--- src/rtl/load_store_unit.sv ---
// RV32I load/store unit: converts core loads/stores into word-aligned valid/ready memory beats.
// Sub-word stores use read-modify-write; illegal or misaligned accesses respond with an error.
module load_store_unit #(
  parameter int ADDR_WIDTH = 32,
  parameter int DATA_WIDTH = 32
) (
  input  logic                  clk,
  input  logic                  rst_n,
  input  logic                  req_valid,
  output logic                  req_ready,
  input  logic                  req_write,
  input  logic [2:0]            req_funct3,
  input  logic [ADDR_WIDTH-1:0] req_addr,
  input  logic [DATA_WIDTH-1:0] req_wdata,
  output logic                  resp_valid,
  output logic [DATA_WIDTH-1:0] resp_rdata,
  output logic                  resp_err,
  output logic                  mem_valid,
  input  logic                  mem_ready,
  output logic                  mem_we,
  output logic [ADDR_WIDTH-1:0] mem_addr,
  output logic [DATA_WIDTH-1:0] mem_wdata,
  input  logic [DATA_WIDTH-1:0] mem_rdata
);

  typedef enum logic [2:0] {
    S_IDLE   = 3'd0,
    S_ACCESS = 3'd1,
    S_RMW_RD = 3'd2,
    S_RMW_WR = 3'd3,
    S_RESP   = 3'd4
  } state_e;

  localparam logic [2:0] F3_B  = 3'd0;
  localparam logic [2:0] F3_H  = 3'd1;
  localparam logic [2:0] F3_W  = 3'd2;
  localparam logic [2:0] F3_BU = 3'd4;
  localparam logic [2:0] F3_HU = 3'd5;

  localparam logic [DATA_WIDTH-1:0] ZERO_D = {DATA_WIDTH{1'b0}};
  localparam logic [ADDR_WIDTH-1:0] ZERO_A = {ADDR_WIDTH{1'b0}};

  function automatic logic is_illegal(input logic       write,
                                      input logic [2:0] funct3,
                                      input logic [1:0] off);
    logic illegal;
    illegal = 1'b0;
    if (write) begin
      case (funct3)
        F3_B:    illegal = 1'b0;
        F3_H:    illegal = off[0];
        F3_W:    illegal = (off != 2'b00);
        default: illegal = 1'b1;
      endcase
    end else begin
      case (funct3)
        F3_B, F3_BU: illegal = 1'b0;
        F3_H, F3_HU: illegal = off[0];
        F3_W:        illegal = (off != 2'b00);
        default:     illegal = 1'b1;
      endcase
    end
    return illegal;
  endfunction

  // Little-endian lane select followed by sign or zero extension.
  function automatic logic [DATA_WIDTH-1:0] load_extend(input logic [2:0]            funct3,
                                                        input logic [1:0]            off,
                                                        input logic [DATA_WIDTH-1:0] word);
    logic [7:0]            lane_b;
    logic [15:0]           lane_h;
    logic [DATA_WIDTH-1:0] result;
    lane_b = word[{off, 3'b000} +: 8];
    lane_h = word[{off[1], 4'b0000} +: 16];
    case (funct3)
      F3_B:    result = {{(DATA_WIDTH-8){lane_b[7]}}, lane_b};
      F3_BU:   result = {{(DATA_WIDTH-8){1'b0}}, lane_b};
      F3_H:    result = {{(DATA_WIDTH-16){lane_h[15]}}, lane_h};
      F3_HU:   result = {{(DATA_WIDTH-16){1'b0}}, lane_h};
      F3_W:    result = word;
      default: result = ZERO_D;
    endcase
    return result;
  endfunction

  function automatic logic [DATA_WIDTH-1:0] store_merge(input logic [2:0]            funct3,
                                                        input logic [1:0]            off,
                                                        input logic [DATA_WIDTH-1:0] old_word,
                                                        input logic [DATA_WIDTH-1:0] wdata);
    logic [DATA_WIDTH-1:0] result;
    result = old_word;
    case (funct3)
      F3_B:    result[{off, 3'b000} +: 8] = wdata[7:0];
      F3_H:    result[{off[1], 4'b0000} +: 16] = wdata[15:0];
      default: result = wdata;
    endcase
    return result;
  endfunction

  function automatic logic [ADDR_WIDTH-1:0] word_addr(input logic [ADDR_WIDTH-1:0] addr);
    return {addr[ADDR_WIDTH-1:2], 2'b00};
  endfunction

  state_e                state_q, state_d;
  logic                  write_q, write_d;
  logic [2:0]            funct3_q, funct3_d;
  logic [1:0]            off_q, off_d;
  logic [DATA_WIDTH-1:0] wdata_q, wdata_d;
  logic                  req_ready_q, req_ready_d;
  logic                  resp_valid_q, resp_valid_d;
  logic [DATA_WIDTH-1:0] resp_rdata_q, resp_rdata_d;
  logic                  resp_err_q, resp_err_d;
  logic                  mem_valid_q, mem_valid_d;
  logic                  mem_we_q, mem_we_d;
  logic [ADDR_WIDTH-1:0] mem_addr_q, mem_addr_d;
  logic [DATA_WIDTH-1:0] mem_wdata_q, mem_wdata_d;

  // Next-state and next-output computation; all outputs are registered from these values.
  always_comb begin
    state_d      = state_q;
    write_d      = write_q;
    funct3_d     = funct3_q;
    off_d        = off_q;
    wdata_d      = wdata_q;
    req_ready_d  = req_ready_q;
    resp_valid_d = 1'b0;
    resp_rdata_d = ZERO_D;
    resp_err_d   = 1'b0;
    mem_valid_d  = mem_valid_q;
    mem_we_d     = mem_we_q;
    mem_addr_d   = mem_addr_q;
    mem_wdata_d  = mem_wdata_q;

    case (state_q)
      S_IDLE: begin
        if (req_valid) begin
          write_d     = req_write;
          funct3_d    = req_funct3;
          off_d       = req_addr[1:0];
          wdata_d     = req_wdata;
          req_ready_d = 1'b0;
          if (is_illegal(req_write, req_funct3, req_addr[1:0])) begin
            state_d      = S_RESP;
            resp_valid_d = 1'b1;
            resp_err_d   = 1'b1;
          end else if (req_write && (req_funct3 != F3_W)) begin
            state_d     = S_RMW_RD;
            mem_valid_d = 1'b1;
            mem_we_d    = 1'b0;
            mem_addr_d  = word_addr(req_addr);
            mem_wdata_d = ZERO_D;
          end else begin
            state_d     = S_ACCESS;
            mem_valid_d = 1'b1;
            mem_we_d    = req_write;
            mem_addr_d  = word_addr(req_addr);
            mem_wdata_d = req_write ? req_wdata : ZERO_D;
          end
        end else begin
          state_d = S_IDLE;
        end
      end

      S_ACCESS: begin
        if (mem_ready) begin
          state_d      = S_RESP;
          mem_valid_d  = 1'b0;
          mem_we_d     = 1'b0;
          mem_addr_d   = ZERO_A;
          mem_wdata_d  = ZERO_D;
          resp_valid_d = 1'b1;
          resp_rdata_d = write_q ? ZERO_D : load_extend(funct3_q, off_q, mem_rdata);
        end else begin
          state_d = S_ACCESS;
        end
      end

      // The old word is merged as it arrives, so the write beat carries the final word.
      S_RMW_RD: begin
        if (mem_ready) begin
          state_d     = S_RMW_WR;
          mem_we_d    = 1'b1;
          mem_wdata_d = store_merge(funct3_q, off_q, mem_rdata, wdata_q);
        end else begin
          state_d = S_RMW_RD;
        end
      end

      S_RMW_WR: begin
        if (mem_ready) begin
          state_d      = S_RESP;
          mem_valid_d  = 1'b0;
          mem_we_d     = 1'b0;
          mem_addr_d   = ZERO_A;
          mem_wdata_d  = ZERO_D;
          resp_valid_d = 1'b1;
        end else begin
          state_d = S_RMW_WR;
        end
      end

      S_RESP: begin
        state_d     = S_IDLE;
        req_ready_d = 1'b1;
      end

      default: begin
        state_d     = S_IDLE;
        req_ready_d = 1'b1;
        mem_valid_d = 1'b0;
        mem_we_d    = 1'b0;
        mem_addr_d  = ZERO_A;
        mem_wdata_d = ZERO_D;
      end
    endcase
  end

  // State and output registers with synchronous active-low reset.
  always_ff @(posedge clk) begin
    if (!rst_n) begin
      state_q      <= S_IDLE;
      write_q      <= 1'b0;
      funct3_q     <= 3'd0;
      off_q        <= 2'd0;
      wdata_q      <= ZERO_D;
      req_ready_q  <= 1'b1;
      resp_valid_q <= 1'b0;
      resp_rdata_q <= ZERO_D;
      resp_err_q   <= 1'b0;
      mem_valid_q  <= 1'b0;
      mem_we_q     <= 1'b0;
      mem_addr_q   <= ZERO_A;
      mem_wdata_q  <= ZERO_D;
    end else begin
      state_q      <= state_d;
      write_q      <= write_d;
      funct3_q     <= funct3_d;
      off_q        <= off_d;
      wdata_q      <= wdata_d;
      req_ready_q  <= req_ready_d;
      resp_valid_q <= resp_valid_d;
      resp_rdata_q <= resp_rdata_d;
      resp_err_q   <= resp_err_d;
      mem_valid_q  <= mem_valid_d;
      mem_we_q     <= mem_we_d;
      mem_addr_q   <= mem_addr_d;
      mem_wdata_q  <= mem_wdata_d;
    end
  end

  assign req_ready  = req_ready_q;
  assign resp_valid = resp_valid_q;
  assign resp_rdata = resp_rdata_q;
  assign resp_err   = resp_err_q;
  assign mem_valid  = mem_valid_q;
  assign mem_we     = mem_we_q;
  assign mem_addr   = mem_addr_q;
  assign mem_wdata  = mem_wdata_q;

endmodule

--- config.mk ---
export PLATFORM = sky130hd
export DESIGN_NAME = load_store_unit
export DESIGN_NICKNAME = d
export VERILOG_FILES = /design/src/rtl/load_store_unit.sv
export SDC_FILE = /design/constraint.sdc
export NUM_CORES = 1
export LEC_CHECK = 0
export ABC_AREA = 1
export CAP_MARGIN = 25
export CORE_AREA = 2 2 127 129
export DETAILED_ROUTE_END_ITERATION = 8
export DIE_AREA = 0 0 129 131
export PLACE_DENSITY = 0.76
export SLEW_MARGIN = 20
export SYNTH_ARGS = -nofsm -noshare
export SYNTH_HDL_FRONTEND = slang
export SYNTH_SLANG_ARGS = --single-unit
--- constraint.sdc ---
create_clock -name clk -period 2.23 [get_ports clk]
set_input_delay 0.5575 -clock clk [delete_from_list [all_inputs] [get_ports clk]]
set_output_delay 0.5575 -clock clk [all_outputs]
set_load 0.01 [all_outputs]
==> metrics.sh, run 1 <==
POST_ROUTE_CELLS_DRIVE_ABOVE_1_SHARE=0.0816
FIN_HOLD_WS_PS=462
COMB_POWER_SHARE=0.238
POST_DP_CELL_AREA_UM2=9280
MIN_PATH_TYPE='reg2reg'
POST_DRT_VIA_CELL_RATIO=5.03
REG2REG_PATH_DEPTH=11
FMAXACHIEVABLE_MHz=501
WORST_HOLD_PATH.ENDPOINT='mem_wdata[31]$_SDFFE_PN0P_'
PLACEMENTROWS=46
INITIAL_UTILIZATION=0.443
CTS-HOLD-FIX-BUFFERS=0
GLOBAL_ROUTE.USAGE.TOTAL=0.274
POST-ROUTE-DRC-COUNT=0
IO_BUF_COUNT=202
WORST-ENDPOINT-REQUIRED_PS=2550
DRT_WL_TOTAL_UM=23100
TIMING.REG2REG.SETUP_SLACK_PS=230
CAPTURING_ELEMENT_TYPE_OF_THE_CRITICAL_PATH='register'
SEQ_POWER_SHARE=0.379
CRIT-REG2REG-CAPTURE='mem_wdata[2]$_SDFFE_PN0P_'
SYNTH.TOP_CELL.AREA_SHARE=0.406
HOLD_PATH_STARTPOINT='mem_wdata[31]$_SDFFE_PN0P_'
CORE_OUTLINE_AREA_UM2=15600
FINISH.INSTANCE_AREA_UM2=9850
AREA.GROWTH.SYNTH_TO_FINAL_PCT=42.5
MAXSLEWVIOLCOUNT=0
FINALCRITPERIODSHARE=0.895
PLACE_WS_PS=-38.2
CLOCK-SKEW-FINAL_PS=5.68
GRT_MAX_DEGREE=40
SYNTH_TOP_AREA_CELL='sky130_fd_sc_hd__dfxtp_1'
SYN_AREA_UM2=6910
DIE_AREA_UM2=16900
SYNTH.CELLS.MOST_FREQUENT='sky130_fd_sc_hd__nand2_1 (442), sky130_fd_sc_hd__dfxtp_1 (140), sky130_fd_sc_hd__a21oi_1 (107)'
SYNTHMUXAREASHARE=0
OUTCOME='complete, no violations'
LAYOUT_MIN_CYCLE_TIME_PS=2000
CRITICAL_PATH_FANOUTS_MAX=24
CLKSLEWWORSTSETUPHOLDPATHS_PS=60
NETLIST_INSTANCES=1073
P_LEAK_uW=0.00412
DIE_WIDTH_UM=129
FINAL_STAGE_NET_COUNT=1383
SYNTH-SEQ-CELLS=140
HOLDPATHSTAGES=2
GRT_PASS1_WL_UM=36000
CTS.SINK_COUNT=140
SWITCHING_SHARE=0.321
CELLINTERNALPOWER_uW=4950
CRITICAL_PATH_CLASS='reg2reg'
VDD_IR_DROP_MAX_mV=0.577
NUMBER_OF_ENABLE_TYPE_REGISTER_CELLS_IN_THE_SYNTHESIZED_NETLIST=0
WORST_CASE_CLOCK_BUFFER_DEPTH=2
POWER-PER-CELL-AREA_nW_PER_UM2=740
CLOCK_BUFFER_COUNT_FROM_CTS=17
DETAIL_ROUTE.WL_PER_CELL_UM=15.4
SYNTH_SIMPLE_GATE_AREA_SHARE=0.345
GRT_PASS1_VIAS=6982
PLACE_CONGESTION=1.04
ARR_TIME_CRIT_PATH_PS=2320
HTREEDEPTH=4
CTSROOTBUFFERMASTER='sky130_fd_sc_hd__clkbuf_16'
SYNTH.LIB_CELLS_USED.DISTINCT=31
NETLIST_TOP_CELLS_AREA='sky130_fd_sc_hd__dfxtp_1 (41%), sky130_fd_sc_hd__nand2_1 (24%), sky130_fd_sc_hd__a21oi_1 (7.7%), sky130_fd_sc_hd__o21ai_0 (5.6%), sky130_fd_sc_hd__nor2_1 (4.8%)'
IO_PINS=205
MEAN_SYN_CELL_AREA_UM2=6.44
DETAIL-ROUTE-ANTENNA-NETS=0
TOTAL_POWER_uW=7290
FINALWORSTSETUPSLACK_PS=234
DETAIL_ROUTE.ITER0.VIOLATIONS=693
DETAILROUTE.VIA_COUNT=7563
HPWL_UM=17200
POWER_FRAC_CLOCK=0.383
CTS.REPAIR.RESIZED=0
DR.PASS1.ITERS=6
MAX-CAP-VIOLATIONS=0
WARNINGS_FROM_YOSYS=0
SEQUENTIAL_SHARE_OF_THE_SYNTHESIZED_AREA=0.406
ANTENNADIODECOUNT=0
TIMING_HOLD_VIOLATIONS_FINAL=0
FINALCOREUTILIZATION=0.631
SYNTH-XOR-AREA-SHARE=0
WORST_SETUP_PATH_START_KIND='register'
DIE-HEIGHT_UM=131
SYNTH_ADDER_AREA_SHARE=0.00905
RSZ0062_AT_GRT='false'
SYNTH_FLOP_CELL='sky130_fd_sc_hd__dfxtp_1'
SYNTH_COMPOUND_AREA_FRAC=0.158
NET-SWITCHING-POWER_uW=2340
MAIN_COMBINATIONAL_CELL_FAMILY_BY_AREA_AFTER_SYNTHESIS='simple AND/OR/NAND/NOR gates'
CLOCK_INSERTION_DELAY_WORST_SKEW_PS=430
SYNTH-ASYNC-RESET-RATIO=0
WORST_R2R_STARTPOINT='funct3_q[2]$_SDFFE_PN0P_'
POSTCTSSETUPBUFFERS=0
ANTENNA_FOUND_INITIAL=0
GRT_OVERFLOW_TOTAL=0
TRITONCTS='built'
TIMING.FINAL.SETUP_VIOLATIONS=0
YOSYSMOSTFREQUENTCELL='sky130_fd_sc_hd__nand2_1'
worst max-delay path: stages (launching register included):
cell,delay [ps]
sky130_fd_sc_hd__dfxtp_1,600
sky130_fd_sc_hd__nor2_4,90
sky130_fd_sc_hd__nand2_2,230
sky130_fd_sc_hd__nand2_2,130
sky130_fd_sc_hd__inv_2,370
sky130_fd_sc_hd__nor2_1,100
sky130_fd_sc_hd__nand2_1,80
sky130_fd_sc_hd__nand2_1,50
sky130_fd_sc_hd__nand2_1,50
sky130_fd_sc_hd__nand2_1,60
sky130_fd_sc_hd__nand2_1,60
sky130_fd_sc_hd__a21oi_1,60
per-stage QoR:
step	instances	TNS, ps
floorplan	1074	0
global placement	1471	0
detailed placement	1471	-139
CTS	1503	0
global route	1503	0
finish	1503	0
routing by layer:
layer,GRT usage,vias up,share of wire
met5,0,-,0
met2,0.442,311,0.46
met1,0.363,3397,0.45
met3,0.0590,44,0.066
li1,-,3811,-
met4,0.0978,0,0.021
layout make-up:
| class | count | area, um2 |
|---|---|---|
| Fill cell | 1477 | 5750 |
| Multi-Input combinational cell | 806 | 3540 |
| Sequential cell | 140 | 2800 |
| Timing Repair Buffer | 238 | 2390 |
| Clock buffer | 20 | 447 |
| Tap cell | 216 | 270 |
| Inverter | 71 | 267 |
| Clock inverter | 12 | 126 |
cell families after synthesis:
| group | Yosys count |
|---|---|
| and+or+nand+nor | 593 |
| other | 1 |
| adders and majority gates | 5 |
| DFF | 140 |
| AOI/OAI and AO/OA | 206 |
| buffers and inverters | 128 |
state kept, by name, summed over array words and instances, names as in the netlist:
register    count
wdata_q        32
mem_wdata      32
funct3_q        3
mem_valid       1
off_q           2
resp_valid      1
mem_addr       30
state_q         3
resp_err        1
resp_rdata     32
write_q         1
req_ready       1
mem_we          1
cells in the final DEF (no fill, tap or decap):
cell                                n
sky130_fd_sc_hd__nand2_1          442
sky130_fd_sc_hd__clkdlybuf4s50_1  202
sky130_fd_sc_hd__dfxtp_1          140
sky130_fd_sc_hd__a21oi_1          107
sky130_fd_sc_hd__nor2_1            88
sky130_fd_sc_hd__o21ai_0           77
sky130_fd_sc_hd__inv_1             57
sky130_fd_sc_hd__nand3_1           38
sky130_fd_sc_hd__buf_4             28
sky130_fd_sc_hd__clkbuf_16         17
sky130_fd_sc_hd__inv_2             14
sky130_fd_sc_hd__nand2_2            9
sky130_fd_sc_hd__a31oi_1            8
sky130_fd_sc_hd__buf_12             8
sky130_fd_sc_hd__o221ai_1           7
sky130_fd_sc_hd__inv_6              6
sky130_fd_sc_hd__ha_1               5
sky130_fd_sc_hd__nor2_4             3
sky130_fd_sc_hd__nor2_2             3
sky130_fd_sc_hd__o21ai_1            3
sky130_fd_sc_hd__nand4_1            3
sky130_fd_sc_hd__nand3_2            2
sky130_fd_sc_hd__o21ai_2            2
sky130_fd_sc_hd__conb_1             2
sky130_fd_sc_hd__clkinvlp_4         2
sky130_fd_sc_hd__clkbuf_1           2
sky130_fd_sc_hd__clkinv_4           2
sky130_fd_sc_hd__nor3_4             1
sky130_fd_sc_hd__o21ai_4            1
sky130_fd_sc_hd__nor2_8             1
sky130_fd_sc_hd__a21oi_2            1
sky130_fd_sc_hd__nor3_2             1
sky130_fd_sc_hd__nor3_1             1
sky130_fd_sc_hd__or2_2              1
sky130_fd_sc_hd__clkbuf_8           1
sky130_fd_sc_hd__bufinv_16          1
sky130_fd_sc_hd__inv_8              1
power groups by stage:
stage / Sequential, uW / Clock, uW / Combinational, uW
after global routing: 2780 / 2940 / 1910
after detailed placement: 2810 / 0 / 1710
after CTS: 2760 / 2810 / 1720
after global placement: 2810 / 0 / 1700
final: 2770 / 2790 / 1730
after floorplan: 2820 / 0 / 990
worst max-delay path by stage:
stage,depth (start not counted),slack (ps),startpoint,endpoint
2_1_floorplan,14,230,off_q[1]$_SDFFE_PN0P_,mem_wdata[0]$_SDFFE_PN0P_
3_3_place_gp,11,40,req_write,mem_addr[25]$_SDFFE_PN0P_
3_5_place_dp,11,-40,req_write,mem_addr[18]$_SDFFE_PN0P_
4_1_cts,10,250,funct3_q[2]$_SDFFE_PN0P_,mem_wdata[19]$_SDFFE_PN0P_
5_1_grt,10,10,funct3_q[2]$_SDFFE_PN0P_,mem_wdata[19]$_SDFFE_PN0P_
6_report,11,230,funct3_q[2]$_SDFFE_PN0P_,mem_wdata[2]$_SDFFE_PN0P_
No activity file was read; power rests on OpenSTA's default activity.
==> run 2: changes to the inputs <==
==> constraint.sdc (replaced) <==
create_clock -name clk -period 2.23 [get_ports clk]
set_input_delay 0.5575 -clock clk [delete_from_list [all_inputs] [get_ports clk]]
set_output_delay 0.5575 -clock clk [all_outputs]
set_load 0.005 [all_outputs]
==> results of run 2 <==
Same layout as run 1 (identical final DEF). Status: complete, no violations.
Among the figures that moved: total power 7290 uW -> 7260 uW
